<file path="src/rtl/mixer_pkg.sv">
`default_nettype none
// ============================================================================
// Module      : mixer_pkg
// Description : Shared types for the IQ mixer LO path: LO sign codes, LO
//               pattern modes and sequencer states.
// Revision    : 1.0 - initial release
// ============================================================================
package mixer_pkg;

  // Sign-select code driven into the mixer for each of I and Q
  typedef enum logic [1:0] {
    LO_ZERO = 2'b00,
    LO_POS  = 2'b01,
    LO_NEG  = 2'b10
  } lo_code_t;

  // LO pattern selected through the configuration handshake
  typedef enum logic [1:0] {
    MODE_OFF     = 2'd0,
    MODE_DC      = 2'd1,
    MODE_FS4_POS = 2'd2,
    MODE_FS4_NEG = 2'd3
  } lo_mode_t;

  // Sequencer control states
  typedef enum logic [1:0] {
    ST_IDLE     = 2'd0,
    ST_RUN      = 2'd1,
    ST_STOPPING = 2'd2
  } seq_state_t;

  // Last phase of an LO period; the period boundary follows it
  localparam logic [1:0] c_PHASE_LAST = 2'd3;

endpackage : mixer_pkg
`default_nettype wire

</file>
<file path="src/rtl/lo_sequencer_if.sv">
`default_nettype none
// ============================================================================
// Module      : lo_sequencer_if
// Description : Bundle of the LO sequencer's control, configuration and LO
//               code signals. master = controller side, slave = sequencer.
// Revision    : 1.0 - initial release
// ============================================================================
interface lo_sequencer_if #(
  parameter int HOLD_W = 4
) ();

  logic              sample_en;
  logic              run_en;
  logic              cfg_valid;
  logic              cfg_ready;
  logic [1:0]        cfg_mode;
  logic [HOLD_W-1:0] cfg_hold_m1;
  logic [1:0]        lo_i;
  logic [1:0]        lo_q;
  logic [1:0]        phase;
  logic              busy;
  logic              cfg_applied;

  modport master (
    output sample_en, run_en, cfg_valid, cfg_mode, cfg_hold_m1,
    input  cfg_ready, lo_i, lo_q, phase, busy, cfg_applied
  );

  modport slave (
    input  sample_en, run_en, cfg_valid, cfg_mode, cfg_hold_m1,
    output cfg_ready, lo_i, lo_q, phase, busy, cfg_applied
  );

endinterface : lo_sequencer_if
`default_nettype wire

</file>
<file path="src/rtl/lo_code_lut.sv">
`default_nettype none
// ============================================================================
// Module      : lo_code_lut
// Description : Combinational map from (LO mode, phase) to the I/Q sign
//               codes. Also used by the mixer bench model.
// Revision    : 1.0 - initial release
// ============================================================================
module lo_code_lut
  import mixer_pkg::*;
(
  input  lo_mode_t   mode,
  input  logic [1:0] phase,
  output lo_code_t   lo_i,
  output lo_code_t   lo_q
);

  // Code table: DC holds I at +1; fs/4 modes rotate a unit phasor, the
  // negative-frequency mode simply mirrors the sign of Q.
  always_comb begin
    lo_i = LO_ZERO;
    lo_q = LO_ZERO;
    case (mode)
      MODE_DC: begin
        lo_i = LO_POS;
      end
      MODE_FS4_POS, MODE_FS4_NEG: begin
        case (phase)
          2'd0: lo_i = LO_POS;
          2'd1: lo_q = (mode == MODE_FS4_POS) ? LO_POS : LO_NEG;
          2'd2: lo_i = LO_NEG;
          default: lo_q = (mode == MODE_FS4_POS) ? LO_NEG : LO_POS;
        endcase
      end
      default: begin
        lo_i = LO_ZERO;
        lo_q = LO_ZERO;
      end
    endcase
  end

endmodule : lo_code_lut
`default_nettype wire

</file>
<file path="src/rtl/lo_sequencer.sv">
`default_nettype none
// ============================================================================
// Module      : lo_sequencer
// Description : Per-sample LO code generator (DC, +fs/4, -fs/4) with a
//               programmable per-phase hold. New configurations are staged
//               in a shadow and only take effect on an LO period boundary.
// Revision    : 1.0 - initial release
// ============================================================================
module lo_sequencer
  import mixer_pkg::*;
#(
  parameter int HOLD_W = 4
) (
  input  logic            clock,
  input  logic            reset,
  lo_sequencer_if.slave   bus
);

  // Registered state
  seq_state_t        r_state;
  lo_mode_t          r_mode;
  logic [HOLD_W-1:0] r_hold_m1;
  lo_mode_t          r_sh_mode;
  logic [HOLD_W-1:0] r_sh_hold_m1;
  logic              r_pending;
  logic [1:0]        r_phase;
  logic [HOLD_W-1:0] r_hold_cnt;
  lo_code_t          r_lo_i;
  lo_code_t          r_lo_q;
  logic              r_cfg_applied;

  // Next-state values
  seq_state_t        w_state_nxt;
  lo_mode_t          w_mode_nxt;
  logic [HOLD_W-1:0] w_hold_m1_nxt;
  lo_mode_t          w_sh_mode_nxt;
  logic [HOLD_W-1:0] w_sh_hold_m1_nxt;
  logic              w_pending_nxt;
  logic [1:0]        w_phase_nxt;
  logic [HOLD_W-1:0] w_hold_cnt_nxt;
  logic              w_applied_nxt;
  lo_code_t          w_lut_i;
  lo_code_t          w_lut_q;
  lo_code_t          w_lo_i_nxt;
  lo_code_t          w_lo_q_nxt;

  logic              w_cfg_ready;
  logic              w_xfer;
  lo_mode_t          w_cfg_mode;
  lo_mode_t          w_mode_at_boundary;

  assign w_cfg_mode = lo_mode_t'(bus.cfg_mode);

  // Ready is held low during reset; while running only one config can wait.
  assign w_cfg_ready = reset && ((r_state == ST_IDLE) || !r_pending);
  assign w_xfer      = bus.cfg_valid && w_cfg_ready;

  // Mode that will be active after a boundary, used for the stop decision
  assign w_mode_at_boundary = r_pending ? r_sh_mode : r_mode;

  // Next-state / next-config logic for the sequencer FSM
  always_comb begin
    w_state_nxt      = r_state;
    w_mode_nxt       = r_mode;
    w_hold_m1_nxt    = r_hold_m1;
    w_sh_mode_nxt    = r_sh_mode;
    w_sh_hold_m1_nxt = r_sh_hold_m1;
    w_pending_nxt    = r_pending;
    w_phase_nxt      = r_phase;
    w_hold_cnt_nxt   = r_hold_cnt;
    w_applied_nxt    = 1'b0;

    case (r_state)
      ST_IDLE: begin
        w_phase_nxt    = 2'd0;
        w_hold_cnt_nxt = '0;
        if (w_xfer) begin
          w_mode_nxt    = w_cfg_mode;
          w_hold_m1_nxt = bus.cfg_hold_m1;
          w_applied_nxt = 1'b1;
        end else if (r_pending) begin
          w_mode_nxt    = r_sh_mode;
          w_hold_m1_nxt = r_sh_hold_m1;
          w_pending_nxt = 1'b0;
          w_applied_nxt = 1'b1;
        end
        if (bus.run_en && (r_mode != MODE_OFF)) begin
          w_state_nxt = ST_RUN;
        end
      end

      default: begin
        // Running or draining: configs go to the shadow only
        if (w_xfer) begin
          w_sh_mode_nxt    = w_cfg_mode;
          w_sh_hold_m1_nxt = bus.cfg_hold_m1;
          w_pending_nxt    = 1'b1;
        end
        w_state_nxt = bus.run_en ? ST_RUN : ST_STOPPING;

        if (bus.sample_en) begin
          if (r_hold_cnt == r_hold_m1) begin
            w_hold_cnt_nxt = '0;
            w_phase_nxt    = r_phase + 2'd1;
            if (r_phase == c_PHASE_LAST) begin
              // Period boundary: swap in a staged config and decide to stop
              if (r_pending) begin
                w_mode_nxt    = r_sh_mode;
                w_hold_m1_nxt = r_sh_hold_m1;
                w_pending_nxt = 1'b0;
                w_applied_nxt = 1'b1;
              end
              if ((r_state == ST_STOPPING) || !bus.run_en ||
                  (w_mode_at_boundary == MODE_OFF)) begin
                w_state_nxt = ST_IDLE;
              end
            end
          end else begin
            w_hold_cnt_nxt = r_hold_cnt + 1'b1;
          end
        end
      end
    endcase
  end

  // Code lookup on the next mode/phase so the codes come out registered
  lo_code_lut u_lut (
    .mode  (w_mode_nxt),
    .phase (w_phase_nxt),
    .lo_i  (w_lut_i),
    .lo_q  (w_lut_q)
  );

  // The mixer sees zero codes whenever the sequencer is idle
  always_comb begin
    w_lo_i_nxt = LO_ZERO;
    w_lo_q_nxt = LO_ZERO;
    if (w_state_nxt != ST_IDLE) begin
      w_lo_i_nxt = w_lut_i;
      w_lo_q_nxt = w_lut_q;
    end
  end

  // State, config and output registers with synchronous active-low reset
  always_ff @(posedge clock) begin
    if (!reset) begin
      r_state       <= ST_IDLE;
      r_mode        <= MODE_OFF;
      r_hold_m1     <= '0;
      r_sh_mode     <= MODE_OFF;
      r_sh_hold_m1  <= '0;
      r_pending     <= 1'b0;
      r_phase       <= 2'd0;
      r_hold_cnt    <= '0;
      r_lo_i        <= LO_ZERO;
      r_lo_q        <= LO_ZERO;
      r_cfg_applied <= 1'b0;
    end else begin
      r_state       <= w_state_nxt;
      r_mode        <= w_mode_nxt;
      r_hold_m1     <= w_hold_m1_nxt;
      r_sh_mode     <= w_sh_mode_nxt;
      r_sh_hold_m1  <= w_sh_hold_m1_nxt;
      r_pending     <= w_pending_nxt;
      r_phase       <= w_phase_nxt;
      r_hold_cnt    <= w_hold_cnt_nxt;
      r_lo_i        <= w_lo_i_nxt;
      r_lo_q        <= w_lo_q_nxt;
      r_cfg_applied <= w_applied_nxt;
    end
  end

  assign bus.cfg_ready   = w_cfg_ready;
  assign bus.lo_i        = r_lo_i;
  assign bus.lo_q        = r_lo_q;
  assign bus.phase       = r_phase;
  assign bus.busy        = (r_state != ST_IDLE);
  assign bus.cfg_applied = r_cfg_applied;

endmodule : lo_sequencer
`default_nettype wire
</file>
<file path="src/flat_wrapper.sv">
// flat-port wrapper written by rule: the top's interface ports become plain ports
module lo_sequencer_flat import mixer_pkg::*;
#(
  parameter int HOLD_W = 4
)
  (clock, reset, bus_sample_en, bus_run_en, bus_cfg_valid, bus_cfg_mode, bus_cfg_hold_m1, bus_cfg_ready, bus_lo_i, bus_lo_q, bus_phase, bus_busy, bus_cfg_applied);
  lo_sequencer_if #(.HOLD_W(HOLD_W)) bus_i ();
  input  logic clock;
  input  logic reset;
  input wire logic [$bits(bus_i.sample_en)-1:0] bus_sample_en;
  input wire logic [$bits(bus_i.run_en)-1:0] bus_run_en;
  input wire logic [$bits(bus_i.cfg_valid)-1:0] bus_cfg_valid;
  input wire logic [$bits(bus_i.cfg_mode)-1:0] bus_cfg_mode;
  input wire logic [$bits(bus_i.cfg_hold_m1)-1:0] bus_cfg_hold_m1;
  output wire logic [$bits(bus_i.cfg_ready)-1:0] bus_cfg_ready;
  output wire logic [$bits(bus_i.lo_i)-1:0] bus_lo_i;
  output wire logic [$bits(bus_i.lo_q)-1:0] bus_lo_q;
  output wire logic [$bits(bus_i.phase)-1:0] bus_phase;
  output wire logic [$bits(bus_i.busy)-1:0] bus_busy;
  output wire logic [$bits(bus_i.cfg_applied)-1:0] bus_cfg_applied;
  assign bus_i.sample_en = bus_sample_en;
  assign bus_i.run_en = bus_run_en;
  assign bus_i.cfg_valid = bus_cfg_valid;
  assign bus_i.cfg_mode = bus_cfg_mode;
  assign bus_i.cfg_hold_m1 = bus_cfg_hold_m1;
  assign bus_cfg_ready = bus_i.cfg_ready;
  assign bus_lo_i = bus_i.lo_i;
  assign bus_lo_q = bus_i.lo_q;
  assign bus_phase = bus_i.phase;
  assign bus_busy = bus_i.busy;
  assign bus_cfg_applied = bus_i.cfg_applied;
  lo_sequencer #(.HOLD_W(HOLD_W)) u_core (.clock(clock), .reset(reset), .bus(bus_i));
endmodule
</file>
<file path="config.mk">
export PLATFORM = sky130hd
export DESIGN_NAME = lo_sequencer_flat
export DESIGN_NICKNAME = d
export VERILOG_FILES = /design/src/rtl/mixer_pkg.sv /design/src/rtl/lo_sequencer_if.sv /design/src/rtl/lo_code_lut.sv /design/src/rtl/lo_sequencer.sv /design/src/flat_wrapper.sv
export SDC_FILE = /design/constraint.sdc
export NUM_CORES = 1
export LEC_CHECK = 0
export CAP_MARGIN = 20
export CELL_PAD_IN_SITES_DETAIL_PLACEMENT = 0
export CELL_PAD_IN_SITES_GLOBAL_PLACEMENT = 1
export CORE_MARGIN = 5
export CORE_UTILIZATION = 40
export CTS_CLUSTER_DIAMETER = 60
export CTS_CLUSTER_SIZE = 25
export DETAILED_ROUTE_END_ITERATION = 16
export HOLD_SLACK_MARGIN = 0.06
export PLACE_DENSITY_LB_ADDON = 0.08
export SKIP_LAST_GASP = 1
export SYNTH_ARGS = -nofsm -noshare
export SYNTH_HDL_FRONTEND = slang
export SYNTH_SLANG_ARGS = --single-unit
</file>
<file path="constraint.sdc">
create_clock -name clock -period 2.9 [get_ports clock]
set_input_delay 0.87 -clock clock [delete_from_list [all_inputs] [get_ports clock]]
set_output_delay 0.87 -clock clock [all_outputs]
set_load 0.005 [all_outputs]
</file>
# ---- Word-level counts from Yosys, hierarchy flattened
# Index checks and enable logic that the tools add are counted.
dict set report word_totals {
  word_cells 89
  register_bits 26
  output_inout_bits 9
}
dict set report classes {
  add_sub_neg 2
  n_eq_ne 9
  reduce_logical 24
  n_bitwise 2
  n_mux 41
}
# op n
set op_table {}
lappend op_table {{2-to-1 mux 2 bit} 18}
lappend op_table {{2-to-1 mux 4 bit} 7}
lappend op_table {{2-to-1 mux 1 bit} 13}
lappend op_table {{case mux 2 bit (2 select lines)} 3}
lappend op_table {{nonzero test 2 bit} 6}
lappend op_table {{equality test 2 bit, second input constant} 5}
lappend op_table {{zero test 2 bit} 3}
lappend op_table {{AND reduction 3 bit} 2}
lappend op_table {{OR reduction 2 bit} 3}
lappend op_table {{adder 4 x 1 -> 4 bit, second input constant} 1}
lappend op_table {{equality test 2 x 1 -> 1 bit, second input constant} 2}
lappend op_table {{equality test 4 bit} 1}
lappend op_table {{AND reduction 2 bit} 2}
lappend op_table {{logical AND 1 bit} 3}
lappend op_table {{logical OR 1 bit} 3}
lappend op_table {{adder 2 x 1 -> 2 bit, second input constant} 1}
lappend op_table {{zero test 1 bit} 2}
lappend op_table {{!= test 2 bit, second input constant} 1}
lappend op_table {{NOT 1 bit} 2}

# ---- Longest topological paths before layout
# Gate-level depths: netlist (run 1).
dict set report depth {
  depth_word 10
  depth_mapped 7
  depth_no_buf 6
}

# ---- By module
# From an unflattened synthesis (run 1), not the netlist that was laid out.
dict set report unflattened {
  hier_cells 151
  hier_area_um2 1365.1
}
# mod seq_area_each_um2 cells_each instances area_each_um2
set modules_own_cells {}
lappend modules_own_cells {lo_sequencer 520.5 143 1 1317.5}
lappend modules_own_cells {lo_code_lut 0.0 8 1 47.5}

# ---- Worst setup path after synthesis (run 1)
# OpenSTA, ideal clock, no wires.
dict set report synth_path {
  kind {input-to-output}
  from {input reset}
  to {output bus_cfg_ready}
  arrival_time_ns 1.367
  stages 3
  t_required_ns 2.030
  setup_slack_ns 0.663
  path_cell_list {clkdlybuf4s15_2 -> inv_1 -> a21oi_1}
}
dict set report synth_via {
  elab_chain_cells 1
}
# item line
set synth_rtl {}
lappend synth_rtl {{start: declaration} flat_wrapper.sv:9} ;# input logic reset;
lappend synth_rtl {{logical AND 1 bit} lo_sequencer.sv:55} ;# assign w_cfg_ready = reset && ((r_state == ST_IDLE) || !r_pending);
lappend synth_rtl {{end: declaration} flat_wrapper.sv:15} ;# output wire logic [$bits(bus_i.cfg_ready)-1:0] bus_cfg_ready;
# Every way passes these cells.

# ---- Worst setup path after layout (run 1)
# Same ends and word-level chain as after synthesis.

==> results of run 1 <==
-- synthesized netlist by cell type, types with 2 or more instances --
library cell	n
xnor2_1	2
and2_1	3
ha_1	2
mux2i_1	12
nand2_1	10
inv_1	6
a31oi_1	2
dfxtp_1	26
a211oi_1	5
nand3_1	5
or3_1	2
o21ai_0	6
nand3b_1	4
nor2_1	21
o311ai_0	2
a21oi_1	7
clkbuf_1	3
xor2_1	6
a2111o_1	2
-- layer usage --
metal  share of wire [%]  up-vias  track usage, %
li1                    -      567               -
met1                  46      520            17.1
met2                  46       36            22.7
met3                 7.3        4            3.54
met4                0.90        0            3.80
met5                   0        -               0
-- sequential cells by signal, summed over array words and instances (netlist names) --
name / count
u_core.bus.phase: 2
u_core.r_sh_mode: 2
u_core.r_mode: 2
u_core.bus.lo_i: 2
u_core.bus.lo_q: 2
u_core.r_sh_hold_m1: 4
u_core.bus.cfg_applied: 1
u_core.r_hold_cnt: 4
u_core.r_pending: 1
u_core.r_state: 2
u_core.r_hold_m1: 4
-- logic make-up after synthesis --
| kind of cell | Yosys count |
|---|---|
| buffers and inverters | 11 |
| AOI/OAI and AO/OA | 31 |
| DFF | 26 |
| muxes | 13 |
| and+or+nand+nor | 53 |
| xor gates and xnor gates | 8 |
| adders and majority gates | 2 |
-- stage by stage --
stage                     hold slack (ps)  util [%]  power (uW)
after CTS                             512      52.0         750
after detailed placement              479      51.3         598
after global routing                  557      52.0         789
final                                 501      52.0         739
after global placement                468      51.3         595
after floorplan                       454         -         524
-- critical path, cell delays in order --
cell,delay [ps]
clkdlybuf4s50_1,470
inv_1,50
a21oi_1,160
dlygate4sd2_1,260
-- cell type report --
cell class              count  share of cell area, %
multi-input cells         107                   45.6
flip-flops and latches     26                   32.6
repair buffers             27                   15.6
well taps                  44                   3.44
clock buffers               3                   1.41
inverters                   6                   1.41
-- how the worst max path moves through the flow --
stage | slack, ps | depth (start not counted) | from | to
2_1_floorplan | 660 | 3 | reset | bus_cfg_ready
3_3_place_gp | -40 | 4 | reset | bus_cfg_ready
3_5_place_dp | -80 | 4 | reset | bus_cfg_ready
4_1_cts | 200 | 4 | reset | bus_cfg_ready
5_1_grt | 190 | 4 | reset | bus_cfg_ready
6_report | 220 | 4 | reset | bus_cfg_ready
-- cells in the final DEF (no fill, tap or decap), types with 2 or more instances in the layout --
cell	count
a2111o_1	2
a211oi_1	5
a21oi_1	7
a31oi_1	2
and2_1	3
buf_4	8
clkbuf_4	3
clkdlybuf4s50_1	18
dfxtp_1	26
ha_1	2
inv_1	6
mux2i_1	12
nand2_1	10
nand3_1	5
nand3b_1	4
nor2_1	21
o21ai_0	6
o311ai_0	2
or3_1	2
xnor2_1	2
xor2_1	6
-- power groups by stage --
stage / clock network, uW / registers (uW) / logic, uW
2_1_floorplan: 0 / 395 / 128
3_3_place_gp: 0 / 401 / 194
3_5_place_dp: 0 / 402 / 197
4_1_cts: 159 / 394 / 197
5_1_grt: 176 / 397 / 216
6_report: 149 / 394 / 197
==> run_results.csv, run 1 <==
group,metric,value,unit
routing,wl_per_cell,13.1,um
logic_synthesis,ys_seq_elements,26,
logic_synthesis,yosys_warnings,0,
die,start_util,42.3,%
worst_setup_path,ff2ff_path_depth,7,
clock_network,clkTransAtPathRegs,120,ps
layout,area_growth,22.8,%
timing,setup_viol,0,
routing,firstDrtPassIters,4,
timing,report.final.slew_viol_count,0,
logic_synthesis,synth_compound_gate_area_share,16.8,%
place,gp_congestion,0.826,
power,p_leak,0.000661,uW
place,place_hpwl,2.12,mm
layout,fin_nets,184,
clock_network,cts_repair_resize_count,1,
clock_network,cts_tree,"yes",
worst_setup_path,endpoint_kind,"output pin",
power,seqPwrFrac,53.2,%
timing,maxSlewHeadroom,70.4,%
timing,tns,0,ps
grt,grt_pass1_wl,4.76,mm
clock_network,cts_made_buffers,3,
place,dp.cells,210,
worst_setup_path,start_kind,"primary input",
grt,grt_pass1_vias,1057,
power,vdd_ir_drop_max,0.000282,V
die,num_io_pins,20,
layout,stdcell_area,0.00160,mm^2
place,preCtsSetupSlack,-78.7,ps
logic_synthesis,netlist_area,0.00130,mm^2
logic_synthesis,synth_nets,157,
logic_synthesis,yosysTopAreaCell,"dfxtp_1",
clock_network,cts_max_path_buffers,2,
routing,ant_nets,0,
worst_setup_path,cp_max_fo,2,
power,pwr-share-comb,26.6,%
die,fp-row-count,20,
layout,multiInputGateArea,729,um^2
logic_synthesis,synth-edff-count,0,
place,placed_area,0.00158,mm^2
worst_setup_path,ff2ff_setup_slack,710,ps
logic_synthesis,dominantRegCellSynth,"dfxtp_1",
power,switchingPower,218,uW
run_status,status,"finished clean",
routing,totalWireLength,2.79,mm
logic_synthesis,syn_avg_cell_area,9.05,um^2
die,die_h,67.1,um
layout,final_cells,213,
logic_synthesis,yosysTopAreaCellShare,40.0,%
clock_network,cts_sinks,26,
place,port_buffers,19,
routing,num_vias,1127,
routing,drcViolationCount,0,
worst_setup_path,regToRegStartpoint,"u_core.r_hold_cnt[0]",
power,p_int,521,uW
timing,hold_viol,0,
worst_setup_path,r2r_end,"u_core.bus.lo_i[1]",
logic_synthesis,synthAdderAreaFrac,1.92,%
timing,worst_slack,215,ps
clock_network,clock_latency,320,ps
timing,clock_skew,11.3,ps
die,die_x,67.1,um
die,core,0.00308,mm^2
routing,via_per_inst,5.29,
logic_synthesis,synth.area.top_cells,"dfxtp_1 (40%), mux2i_1 (9.2%), nor2_1 (6.1%)",
logic_synthesis,seq_area_frac_synth,40.0,%
worst_hold_path,hold_class,"reg -> reg",
power,power_density,462,mW/mm^2
grt,grtUsageTotal,13.6,%
logic_synthesis,synth-simple-area-share,21.5,%
worst_setup_path,critical_path_arrival,1810,ps
worst_setup_path,path_class,"in -> out",
layout,n_antenna_cell,0,
clock_network,cts-hold-fix-buffers,0,
power,clkPwrFrac,20.2,%
logic_synthesis,ys_async_sr_fraction,0,%
timing,fin_crit_sh,92.6,%
logic_synthesis,yosysUniqueCellTypes,37,
layout,layout-drive-gt1-share,10.7,%
timing,rsz0062_at_grt,"no",
routing,first_iter_violations,101,
worst_hold_path,hp-start,"u_core.r_sh_hold_m1[1]",
grt,grt_overflow,0,
clock_network,post_cts_buffers,0,
timing,fmaxAchievable,0.373,GHz
layout,nFillCells,328,
worst_setup_path,cp.required,2030,ps
job,maxCapViolCount,0,
grt,antenna_found_initial,0,
layout,regArea,520,um^2
clock_network,htree_num_levels,1,
clock_network,clock-root-buffer,"clkbuf_4",
power,swShare,29.4,%
worst_hold_path,holdPathEnd,"u_core.r_sh_hold_m1[1]",
worst_hold_path,hold_depth,2,
grt,grt_max_degree,14,
die,dieArea,0.00450,mm^2
logic_synthesis,synth.mux.area_fraction,10.4,%
logic_synthesis,synthCells,144,
timing,finalCriticalPeriod,2680,ps
timing,tightest_slew,443,ps
logic_synthesis,synth_xor_area_share,5.38,%
logic_synthesis,synth_top_family_by_area,"simple AND/OR/NAND/NOR gates",
(Power assumes the default switching activity.)
==> inputs of run 2 (changes only) <==
- CORE_UTILIZATION: 40 -> 43
- clock period: 2.9 -> 3.28 ns (I/O delays scaled with it)
==> run_results.csv, run 2 (same netlist as run 1, synthesis figures left out) <==
group,metric,value,unit
timing,fin_crit_sh,97.1,%
timing,setup_viol,0,
clock_network,htree_num_levels,1,
clock_network,cts-hold-fix-buffers,0,
worst_setup_path,endpoint_kind,"output pin",
layout,fin_nets,181,
clock_network,post_cts_buffers,0,
routing,wl_per_cell,13.7,um
routing,firstDrtPassIters,4,
power,p_leak,0.000652,uW
clock_network,cts_max_path_buffers,2,
place,gp_congestion,0.808,
timing,fmaxAchievable,0.314,GHz
die,die_x,65.0,um
routing,drcViolationCount,0,
grt,grt_pass1_vias,1042,
routing,num_vias,1090,
timing,clock_skew,2.31,ps
worst_setup_path,cp.required,2300,ps
routing,dr_wl_met2,1.23,mm
die,start_util,43.7,%
timing,report.final.slew_viol_count,0,
job,maxCapViolCount,0,
grt,antenna_found_initial,0,
worst_hold_path,hold_class,"reg -> reg",
routing,highest_layer,"met4",
layout,final_common_cell,"dfxtp_1",
routing,ant_nets,0,
timing,maxSlewHeadroom,64.1,%
place,preCtsSetupSlack,90.9,ps
timing,tns,0,ps
place,place_hpwl,2.11,mm
grt,grt_pass1_wl,4.83,mm
routing,wl_met3,100,um
timing,worst_slack,95.8,ps
worst_setup_path,ff2ff_path_depth,6,
place,port_buffers,19,
run_status,status,"finished clean",
layout,layout.cells.most_common_list,"dfxtp_1 (26), nor2_1 (21), clkdlybuf4s50_1 (19)",
clock_network,clock-root-buffer,"clkbuf_4",
timing,tightest_slew,534,ps
routing,via_per_inst,5.45,
layout,area_growth,21.1,%
clock_network,cts_sinks,26,
die,core,0.00298,mm^2
routing,totalWireLength,2.75,mm
grt,grt_overflow,0,
clock_network,cts_repair_resize_count,0,
die,dieArea,0.00423,mm^2
grt,grtUsageTotal,14.5,%
layout,layout-drive-gt1-share,9.58,%
worst_setup_path,cp_max_fo,2,
worst_setup_path,start_kind,"primary input",
power,power_density,428,mW/mm^2
die,die_h,65.0,um
timing,rsz0062_at_grt,"no",
worst_setup_path,path_class,"in -> out",
die,num_io_pins,20,
clock_network,clock_latency,320,ps
timing,hold_viol,0,
power,vdd_ir_drop_max,0.000188,V
clock_network,cts_tree,"yes",
clock_network,cts_made_buffers,3,
layout,largestRegisters,"u_core.r_hold_cnt x4, u_core.r_hold_m1 x4, u_core.r_sh_hold_m1 x4",
layout,n_antenna_cell,0,
clock_network,clkTransAtPathRegs,140,ps
timing,finalCriticalPeriod,3180,ps
routing,routedLengthMet1,1.38,mm
worst_hold_path,hold_depth,2,
grt,grt_max_degree,15,
die,fp-row-count,20,
worst_setup_path,critical_path_arrival,2200,ps
routing,first_iter_violations,49,
[run 2: changes by cell type in the layout (fill, tap and decap cells not counted)]
cell	delta
buf_4	-3
clkbuf_8	+1
clkdlybuf4s50_1	+1
dlygate4sd2_1	-1
[run 2: per-stage QoR]
step	power, uW	hold WS [ps]	instances	instance area [um^2]	utilization (%)
after floorplan	463	454	144	1300	-
final	675	502	200	1580	53.0
after detailed placement	518	477	196	1540	51.8
after CTS	689	511	200	1580	53.0
after global placement	515	467	196	1540	51.8
after global routing	724	554	200	1580	53.0
[run 2: path summary, 6_finish.rpt]
kind                           from                     end  slack, ps
max                           reset           bus_cfg_ready        100
min          u_core.r_sh_hold_m1[0]  u_core.r_sh_hold_m1[0]        500
max reg2reg    u_core.r_hold_cnt[0]      u_core.bus.lo_i[1]        910
min reg2reg  u_core.r_sh_hold_m1[0]  u_core.r_sh_hold_m1[0]        500
[run 2: critical path, cell delays in order]
cell and delay, ps:
clkdlybuf4s50_1 480, inv_1 50, a21oi_1 150, clkdlybuf4s50_1 530
[run 2: layout make-up]
cell class                 instances  area [um^2]
inverter                           6         22.5
clock buffer                       4         36.3
tap                               33         41.3
timing repair buffer              24          228
fill                             304         1400
sequential                        26          520
multi-input combinational        107          729
[run 2: routing by layer]
| metal | up-vias | track usage (%) |
|---|---|---|
| met5 | - | 0 |
| met4 | 0 | 5.44 |
| met3 | 4 | 2.25 |
| met2 | 21 | 22.6 |
| met1 | 503 | 20.2 |
| li1 | 562 | - |
[run 2: power by group]
part	switching [uW]	leakage, uW	internal [uW]
Sequential	14.0	0.000211	333
Clock	96.9	0.0000210	67.9
Combinational	86.2	0.000420	76.9
